===== src/rtl/mips_mc_control.sv =====
// Multi-cycle control unit for a MIPS datapath. It decodes the instruction,
// sequences a request/acknowledge data-memory access, raises a sticky trap on
// illegal instructions or a memory timeout, and counts retired instructions.
module mips_mc_control #(
    parameter int unsigned MEM_TIMEOUT = 15,
    parameter int unsigned CNT_W       = 32
) (
    input  logic             clk,
    input  logic             reset,
    input  logic [31:0]      Instruction,
    input  logic             Zero,
    input  logic             mem_ack,
    output logic             RegDst,
    output logic             RegWrite,
    output logic             MemtoReg,
    output logic             ALUSrc,
    output logic             PCSrc,
    output logic             Jump,
    output logic [3:0]       ALUCtrl,
    output logic             MemRead,
    output logic             MemWrite,
    output logic             mem_req,
    output logic             pc_en,
    output logic             trap,
    output logic [1:0]       trap_code,
    output logic [CNT_W-1:0] instret
);

    localparam logic [3:0] ALU_AND = 4'b0000;
    localparam logic [3:0] ALU_OR  = 4'b0001;
    localparam logic [3:0] ALU_ADD = 4'b0010;
    localparam logic [3:0] ALU_SUB = 4'b0110;
    localparam logic [3:0] ALU_SLT = 4'b0111;
    localparam logic [3:0] ALU_NOR = 4'b1100;
    localparam logic [3:0] ALU_SLL = 4'b1000;
    localparam logic [3:0] ALU_SRL = 4'b1001;

    localparam logic [1:0] TC_NONE    = 2'b00;
    localparam logic [1:0] TC_ILLEGAL = 2'b01;
    localparam logic [1:0] TC_TIMEOUT = 2'b10;

    // Counter value seen in the last permitted wait cycle.
    localparam logic [7:0] TMO_LAST = 8'(MEM_TIMEOUT - 1);

    typedef enum logic [1:0] {
        ST_RUN      = 2'd0,
        ST_MEM_WAIT = 2'd1,
        ST_TRAP     = 2'd2
    } state_e;

    state_e           state_q, state_d;
    logic [7:0]       tcnt_q, tcnt_d;
    logic [1:0]       trap_code_q, trap_code_d;
    logic [CNT_W-1:0] instret_q, instret_d;

    logic [5:0] opcode, funct;
    logic       unused_fields;
    assign opcode        = Instruction[31:26];
    assign funct         = Instruction[5:0];
    assign unused_fields = ^Instruction[25:6];

    logic       dec_legal, dec_lw, dec_sw, dec_reg_dst, dec_reg_write, dec_alu_src;
    logic       dec_beq, dec_bne, dec_jump;
    logic [3:0] dec_alu_ctrl;

    // Pure instruction decode, independent of sequencing state.
    always_comb begin
        // NOTE: every signal gets a default before the case so no path leaves
        // one unassigned; that is what keeps this block free of latches.
        dec_legal     = 1'b1;
        dec_lw        = 1'b0;
        dec_sw        = 1'b0;
        dec_reg_dst   = 1'b0;
        dec_reg_write = 1'b0;
        dec_alu_src   = 1'b0;
        dec_beq       = 1'b0;
        dec_bne       = 1'b0;
        dec_jump      = 1'b0;
        dec_alu_ctrl  = ALU_ADD;
        unique case (opcode)
            6'b000000: begin
                dec_reg_dst   = 1'b1;
                dec_reg_write = 1'b1;
                case (funct)
                    6'b100000: dec_alu_ctrl = ALU_ADD;
                    6'b100010: dec_alu_ctrl = ALU_SUB;
                    6'b100100: dec_alu_ctrl = ALU_AND;
                    6'b100101: dec_alu_ctrl = ALU_OR;
                    6'b100111: dec_alu_ctrl = ALU_NOR;
                    6'b101010: dec_alu_ctrl = ALU_SLT;
                    6'b000000: dec_alu_ctrl = ALU_SLL;
                    6'b000010: dec_alu_ctrl = ALU_SRL;
                    default:   dec_legal    = 1'b0;
                endcase
            end
            6'b100011: begin dec_lw = 1'b1; dec_alu_src = 1'b1; end
            6'b101011: begin dec_sw = 1'b1; dec_alu_src = 1'b1; end
            6'b000100: begin dec_beq = 1'b1; dec_alu_ctrl = ALU_SUB; end
            6'b000101: begin dec_bne = 1'b1; dec_alu_ctrl = ALU_SUB; end
            6'b001000: begin dec_alu_src = 1'b1; dec_reg_write = 1'b1; dec_alu_ctrl = ALU_ADD; end
            6'b001100: begin dec_alu_src = 1'b1; dec_reg_write = 1'b1; dec_alu_ctrl = ALU_AND; end
            6'b001101: begin dec_alu_src = 1'b1; dec_reg_write = 1'b1; dec_alu_ctrl = ALU_OR;  end
            6'b001010: begin dec_alu_src = 1'b1; dec_reg_write = 1'b1; dec_alu_ctrl = ALU_SLT; end
            6'b000010: dec_jump = 1'b1;
            default:   dec_legal = 1'b0;
        endcase
    end

    // Sequencing: next state plus every datapath control for this cycle.
    always_comb begin
        state_d     = state_q;
        tcnt_d      = tcnt_q;
        trap_code_d = trap_code_q;
        instret_d   = instret_q;
        RegDst      = 1'b0;
        RegWrite    = 1'b0;
        MemtoReg    = 1'b0;
        ALUSrc      = 1'b0;
        PCSrc       = 1'b0;
        Jump        = 1'b0;
        ALUCtrl     = ALU_ADD;
        MemRead     = 1'b0;
        MemWrite    = 1'b0;
        mem_req     = 1'b0;
        pc_en       = 1'b0;
        trap        = 1'b0;
        trap_code   = trap_code_q;
        unique case (state_q)
            ST_RUN: begin
                if (!dec_legal) begin
                    state_d     = ST_TRAP;
                    trap_code_d = TC_ILLEGAL;
                end else if (dec_lw || dec_sw) begin
                    ALUSrc   = 1'b1;
                    ALUCtrl  = ALU_ADD;
                    MemRead  = dec_lw;
                    MemWrite = dec_sw;
                    mem_req  = 1'b1;
                    state_d  = ST_MEM_WAIT;
                    tcnt_d   = '0;
                end else begin
                    RegDst    = dec_reg_dst;
                    RegWrite  = dec_reg_write;
                    ALUSrc    = dec_alu_src;
                    ALUCtrl   = dec_alu_ctrl;
                    PCSrc     = (dec_beq & Zero) | (dec_bne & ~Zero);
                    Jump      = dec_jump;
                    pc_en     = 1'b1;
                    instret_d = instret_q + 1'b1;
                end
            end
            ST_MEM_WAIT: begin
                ALUSrc   = 1'b1;
                ALUCtrl  = ALU_ADD;
                MemRead  = dec_lw;
                MemWrite = dec_sw;
                mem_req  = 1'b1;
                // An ack in the expiry cycle still completes the access.
                if (mem_ack) begin
                    pc_en     = 1'b1;
                    RegWrite  = dec_lw;
                    MemtoReg  = dec_lw;
                    instret_d = instret_q + 1'b1;
                    state_d   = ST_RUN;
                    tcnt_d    = '0;
                end else begin
                    tcnt_d = tcnt_q + 8'd1;
                    if (tcnt_q == TMO_LAST) begin
                        state_d     = ST_TRAP;
                        trap_code_d = TC_TIMEOUT;
                    end
                end
            end
            default: begin
                trap = 1'b1;
            end
        endcase
        // Reset cycle: nothing may write, request or advance the PC.
        if (reset) begin
            RegWrite  = 1'b0;
            MemtoReg  = 1'b0;
            MemRead   = 1'b0;
            MemWrite  = 1'b0;
            mem_req   = 1'b0;
            pc_en     = 1'b0;
            trap      = 1'b0;
            trap_code = TC_NONE;
        end
    end

    assign instret = instret_q;

    // State registers with synchronous reset.
    always_ff @(posedge clk) begin
        // NOTE: registered state uses non-blocking assignment so every flop
        // samples the pre-edge values regardless of statement order.
        if (reset) begin
            state_q     <= ST_RUN;
            tcnt_q      <= '0;
            trap_code_q <= TC_NONE;
            instret_q   <= '0;
        end else begin
            state_q     <= state_d;
            tcnt_q      <= tcnt_d;
            trap_code_q <= trap_code_d;
            instret_q   <= instret_d;
        end
    end

endmodule


===== config.mk =====
export PLATFORM = sky130hd
export DESIGN_NAME = mips_mc_control
export DESIGN_NICKNAME = d
export VERILOG_FILES = /design/src/rtl/mips_mc_control.sv
export SDC_FILE = /design/constraint.sdc
export NUM_CORES = 1
export LEC_CHECK = 0
export ABC_CLOCK_PERIOD_IN_PS = 2400
export BUFFER_PORTS_ARGS = -buffer_cell sky130_fd_sc_hd__buf_2
export CORE_MARGIN = 10
export CORE_UTILIZATION = 51
export CTS_BUF_LIST = sky130_fd_sc_hd__clkbuf_16
export DETAILED_ROUTE_END_ITERATION = 6
export GPL_ROUTABILITY_DRIVEN = 0
export GPL_TIMING_DRIVEN = 0
export PLACE_DENSITY = 0.8
export SYNTH_ARGS = -nofsm -noshare
export SYNTH_HDL_FRONTEND = slang
export SYNTH_SLANG_ARGS = --single-unit

===== constraint.sdc =====
create_clock -name clk -period 2.4 [get_ports clk]
set_clock_uncertainty 0.15 [all_clocks]
set_input_delay 0.12 -clock clk [delete_from_list [all_inputs] [get_ports clk]]
set_output_delay 0.12 -clock clk [all_outputs]
set_load 0.01 [all_outputs]

==> results.yml, run 1 <==
die:
  core_sq_um: 5040
  chipHeight_um: 91.7
  fp-row-count: 26
  floorplan.die.width_um: 91.7
  ioPinCount: 85
  floorplan.initialDensity_pct: 52.1
  floorplan.die_area_sq_um: 8420
layout:
  most-common-layout-cells: "sky130_fd_sc_hd__buf_2 (62), sky130_fd_sc_hd__dfxtp_1 (43), sky130_fd_sc_hd__a21oi_1 (39), sky130_fd_sc_hd__nor2_1 (28)"
  stdcell_count: 486
  final_nets: 454
  drive_gt1_share_pct: 20.9
  areaGrowthSynthToFinish_pct: 23.0
  antennaDiodeCount: 0
  layout.cells.most_common: "sky130_fd_sc_hd__buf_2"
setup_path:
  worstPathBufferInverterCount: 0
  required_ns: 2.46
  crit_path_end_kind: "flop"
  crit_type: "flop to flop"
  crit_path_start_kind: "flop"
  max_stage_delay_ns: 0.54
  critical_path.max_fanout: 8
  worst_path_dominant_cell_family: "simple AND/OR/NAND/NOR gates"
  arrival_time_of_data_at_the_critical_path_endpoint_ns: 2.34
  cp_max_stage_cell: "sky130_fd_sc_hd__or4_1"
  timing.critical_path.cells: "nand4_1, nor3_2, nand3_1, or4_1, a21oi_1"
timing:
  period_minus_slack_ns: 2.28
  peak_clock_frequency_supported_by_timing_mhz: 439
  tns_ns: 0
  report.final.slew_viol_count: 0
  final-hold-violation-count: 0
  final_min_period_over_clock_period_pct: 94.8
  setup_slack_ns: 0.124
  worst_slew_pin_slew_ns: 0.655
  fin_hold_ws_ns: 0.0385
  relSlewSlack_pct: 56.2
  report.final.setup_viol: 0
  rsz0062_at_grt: "no"
route:
  detail_route.iter0.violations: 240
  drt_pass1_iterations: 5
  drt-total-wl_um: 7370
  via_count: 2851
  antenna_left: 0
  viasPerCell: 5.87
  post-route-drc-count: 0
  average_wire_per_standard_cell_um: 15.2
placed_design:
  dp_cells: 479
  place_worst_setup_slack_ns: -0.143
  placement.io_buffers: 62
  dpl.hpwl_um: 5360
power_and_ir_drop:
  power_leakage_nw: 1.24
  power.ir.vdd_worst_uv: 476
  power_per_cell_area_nw_per_um2: 504
run_status:
  run_status: "completed"
flow_run:
  max-cap-violations: 0
logic_synthesis:
  yosysWarningCount: 0
  synthesis.area_sq_um: 2630
  ys_seq_elements: 44
  synth_cell_type_count: 42
  synth_nets: 386
  synth_seq_area_share_pct: 33.6
  postSynthAreaPerCell_sq_um: 7.56
  synth_cells: 347
clock_network:
  htree_levels: 2
  cts_buffer_depth: 2
  clock_transition_at_path_regs_ns: 0.06
  cts_inserted_buffers: 5
  tritoncts: "built"
  clock-sinks: 44
  clock_insertion_delay_worst_skew_ns: 0.28
  ctsRootBufferMaster: "sky130_fd_sc_hd__clkbuf_16"
global_route:
  grt_antenna_before_repair: 0
  grt_pass1_vias: 2520
  grt_pass1_wl_um: 12000
  groute.usage.overall_pct: 16.5
  gr-total-overflow: 0
  grt_max_degree: 15
min_path:
  worst_hold_path_type: "input port to flop"
-- report_power, final --
| part | leakage, nW | internal (mW) | total (mW) | switching, mW |
|---|---|---|---|---|
| combinational | 0.804 | 0.0453 | 0.128 | 0.0828 |
| sequential | 0.356 | 0.735 | 0.740 | 0.00550 |
| clock | 0.0814 | 0.489 | 0.760 | 0.271 |
| total | 1.24 | 1.27 | 1.63 | 0.360 |
-- state kept, by name, summed over array words and instances, names as in the netlist --
signal       cells
instret         32
trap_code_q      2
state_q          2
tcnt_q           8
-- cell type report --
| cell class | count | area, sq um |
|---|---|---|
| fill | 460 | 1810 |
| multi-input combinational | 274 | 1650 |
| sequential | 44 | 882 |
| timing repair buffer | 63 | 318 |
| clock buffer | 5 | 125 |
| buffer | 18 | 90.1 |
| tap | 70 | 87.6 |
| clock inverter | 3 | 42.5 |
| inverter | 9 | 33.8 |
-- worst min-delay path, stage by stage --
cell and delay [ns]:
sky130_fd_sc_hd__buf_2 0.11, sky130_fd_sc_hd__nand2b_1 0.11, sky130_fd_sc_hd__o21ai_0 0.07
-- layer usage --
metal  vias to the layer above  GRT usage (%)  share of wire, %
met4                         0           3.73               1.0
met2                        94           27.2                47
met5                         -              0                 0
li1                       1431              -                 -
met1                      1318           20.8                45
met3                         8           4.97               6.8
-- kinds of logic (layout without fill, tap and decap cells) --
kind of cell,count (synthesis),count (layout),share of synthesized area [%]
mux,1,1,0.381
fa+ha+maj,3,3,1.43
flops,44,44,33.6
compound gates,93,93,21.2
xor+xnor,9,9,3.00
buf+inv,29,98,4.72
simple gates,168,168,35.7
-- worst paths after layout --
check | endpoint | depth (start not counted) | slack [ns] | startpoint
worst max register to register | instret[25] | 5 | 0.12 | instret[13]
worst max-delay path | instret[25] | 5 | 0.12 | instret[13]
worst min-delay path | instret[22] | 3 | 0.04 | reset
worst min register to register | instret[31] | 2 | 0.34 | instret[31]
-- metrics by stage --
stage | cell area (sq um) | power (mW) | util, %
after detailed placement | 3020 | 0.881 | 60.0
after floorplan | 2630 | 0.835 | -
after CTS | 3210 | 1.64 | 63.6
after global routing | 3230 | 1.69 | 64.0
after global placement | 3020 | 0.879 | 60.0
final | 3230 | 1.63 | 64.0
-- cell usage after synthesis (all sizes together) --
cell,n,area share (%)
a21oi,39,7.4
a211oi,3,0.86
nor2b,6,1.4
a21o,1,0.29
dfxtp,44,34
nor2,28,4.0
mux2i,1,0.38
and2,6,1.4
o211a,1,0.67
or4,13,3.7
nand3,16,3.1
o211ai,2,0.76
nand3b,1,0.29
o21a,1,0.29
o22a,1,0.33
a31oi,4,0.95
buf,2,0.86
nand4,16,3.8
or3,20,5.0
nor3b,1,0.29
nor3,13,2.9
a21boi,1,0.29
clkbuf,18,2.6
ha,3,1.4
a2111oi,1,0.33
xor2,6,2.0
and4,2,0.67
or2,1,0.24
nand2,23,3.3
o21ai,23,4.4
nor4,4,0.95
inv,9,1.3
xnor2,3,1.0
o31ai,16,4.6
nand4b,3,1.0
nand2b,5,1.2
and3,9,2.1
and4b,1,0.38
-- timing repair --
item                                    in CTS  in global routing
hold buffers                                 0                  0
gates cloned                                 0                  0
setup buffers                                1                  0
resized for setup                            5                 10
pin swaps                                    1                  1
endpoints found under the setup margin      20                 23
No activity file was read; power rests on OpenSTA's default activity.
==> run 2: changes to the inputs <==
==> constraint.sdc (replaced) <==
create_clock -name clk -period 2.4 [get_ports clk]
set_clock_uncertainty 0.15 [all_clocks]
set_input_delay 0.12 -clock clk [delete_from_list [all_inputs] [get_ports clk]]
set_output_delay 0.12 -clock clk [all_outputs]
set_load 0.1 [all_outputs]
==> results.yml, run 2 (same netlist as run 1, synthesis figures left out) <==
timing:
  report.final.setup_viol: 0
  final-hold-violation-count: 0
  relSlewSlack_pct: 49.9
  worst_slew_pin_slew_ns: 0.751
  tns_ns: 0
  peak_clock_frequency_supported_by_timing_mhz: 430
  report.final.slew_viol_count: 0
  final_min_period_over_clock_period_pct: 97.0
  fin_hold_ws_ns: 0.000359
  period_minus_slack_ns: 2.33
setup_path:
  reg2reg_to: "instret[22]"
  reg2reg_slack_ns: 0.13
  worstSetupStartpoint: "Instruction[28]"
  crit_path_end_kind: "output pin"
  critical_path.max_fanout: 8
  timing.critical_path.to: "ALUCtrl[3]"
  crit_path_start_kind: "input port"
  arrival_time_of_data_at_the_critical_path_endpoint_ns: 2.06
  required_ns: 2.13
  crit_type: "input port to output pin"
  worst_case_reg_to_reg_path_depth: 6
  regToRegStartpoint: "instret[0]"
clock_network:
  ctsRootBufferMaster: "sky130_fd_sc_hd__clkbuf_16"
  clock_insertion_delay_worst_skew_ns: 0.29
  cts_buffer_depth: 2
  clock-sinks: 44
  tritoncts: "built"
  htree_levels: 2
  cts_inserted_buffers: 5
  clock_transition_at_path_regs_ns: 0.06
global_route:
  grt_pass1_wl_um: 12400
  gr-total-overflow: 0
  grt_pass1_vias: 2687
  grt_antenna_before_repair: 0
  groute.usage.overall_pct: 17.3
  grt_max_degree: 14
die:
  floorplan.die.width_um: 91.7
  ioPinCount: 85
  floorplan.initialDensity_pct: 52.1
  fp-row-count: 26
  chipHeight_um: 91.7
  floorplan.die_area_sq_um: 8420
  core_sq_um: 5040
placed_design:
  dpl.hpwl_um: 5620
  post_dp_cell_area_sq_um: 3190
  placement.io_buffers: 62
  dp_cells: 479
layout:
  antennaDiodeCount: 0
  final_nets: 455
  drive_gt1_share_pct: 29.3
  fillCellCount: 430
  largest_register_ffs: 32
  layout.cells.most_common: "sky130_fd_sc_hd__buf_2"
  areaGrowthSynthToFinish_pct: 30.6
  post-route-cell-area_sq_um: 3430
  stdcell_count: 487
  most-common-layout-cells: "sky130_fd_sc_hd__buf_2 (55), sky130_fd_sc_hd__a21oi_1 (37), sky130_fd_sc_hd__nor2_1 (27), sky130_fd_sc_hd__o21ai_0 (23), sky130_fd_sc_hd__nand2_1 (23)"
power_and_ir_drop:
  power_per_cell_area_nw_per_um2: 478
  pwr-share-comb_pct: 10.5
  net-switching-power_mw: 0.416
  internal_power_mw: 1.22
  sequentialPowerShare_pct: 44.9
  clock_power_share_pct: 44.6
  power.ir.vdd_worst_uv: 554
  switching_share_pct: 25.4
  report.power.total_mw: 1.64
  power_leakage_nw: 1.29
run_status:
  run_status: "completed"
route:
  drt_pass1_iterations: 5
  via_count: 2864
  antenna_left: 0
  detail_route.iter0.violations: 219
  drt-total-wl_um: 7750
  average_wire_per_standard_cell_um: 15.9
  viasPerCell: 5.88
  post-route-drc-count: 0
min_path:
  worst_hold_path_type: "input port to flop"
flow_run:
  max-cap-violations: 0
## run 2: changes by cell type in the layout (fill, tap and decap cells not counted), sizes merged
cell    previous run  this run
clkinv             2         1
clkbuf            21        24
inv                9        10
bufinv             1         0
buf               65        64
## run 2: per-stage QoR
stage | utilization (%) | setup slack [ns]
final | 68.0 | 0.0718
after global placement | 63.3 | -0.263
after detailed placement | 63.3 | -0.260
after global routing | 68.0 | -0.0465
after floorplan | - | -0.322
after CTS | 67.4 | 0.0315
## run 2: worst min path at each step
| stage | from | to | slack, ns | cells past startpoint |
|---|---|---|---|---|
| 2_1_floorplan | reset | instret[22] | 0.14 | 2 |
| 3_3_place_gp | reset | instret[22] | 0.28 | 3 |
| 3_5_place_dp | reset | instret[22] | 0.31 | 3 |
| 4_1_cts | reset | instret[22] | 0.008 | 3 |
| 5_1_grt | reset | instret[22] | 0.03 | 3 |
| 6_report | reset | instret[22] | 0.0004 | 3 |
## run 2: final cells by class
| type | instances | area [sq um] | share of cell area (%) |
|---|---|---|---|
| multi-input cells | 274 | 1750 | 51.1 |
| clock buffers | 6 | 150 | 4.38 |
| inverters | 9 | 33.8 | 0.986 |
| flip-flops and latches | 44 | 921 | 26.9 |
| clock inverters | 2 | 8.76 | 0.256 |
| repair buffers | 64 | 367 | 10.7 |
| well taps | 70 | 87.6 | 2.56 |
| plain buffers | 18 | 106 | 3.10 |
## run 2: timing repair
item | CTS | global route
gates resized for setup | 12 | 14
pin swaps | 4 | 0
hold buffers | 0 | 0
buffers inserted | 2 | 0
setup endpoints to repair | 24 | 21
## run 2: power groups by stage
stage          logic (mW)  clock network, mW  registers, mW
2_1_floorplan       0.117                  0          0.756
3_3_place_gp        0.167                  0          0.751
3_5_place_dp        0.170                  0          0.751
4_1_cts             0.172              0.738          0.736
5_1_grt             0.188              0.766          0.736
6_report            0.173              0.731          0.736
## run 2: per-layer routing
metal | routed length (um) | vias up | global-route usage (%)
met5 | 0 | - | 0
met4 | 78 | 0 | 5.66
met3 | 542 | 13 | 4.65
met2 | 3810 | 97 | 29.9
met1 | 3320 | 1320 | 20.3
li1 | - | 1434 | -
## run 2: critical path, cell delays in order
cell and delay, ns:
sky130_fd_sc_hd__buf_2 0.14, sky130_fd_sc_hd__or3_4 0.43, sky130_fd_sc_hd__nor3_4 0.21, sky130_fd_sc_hd__o211ai_2 0.16
sky130_fd_sc_hd__or2_4 0.26, sky130_fd_sc_hd__and2_4 0.19, sky130_fd_sc_hd__nor4_4 0.28, sky130_fd_sc_hd__buf_6 0.26
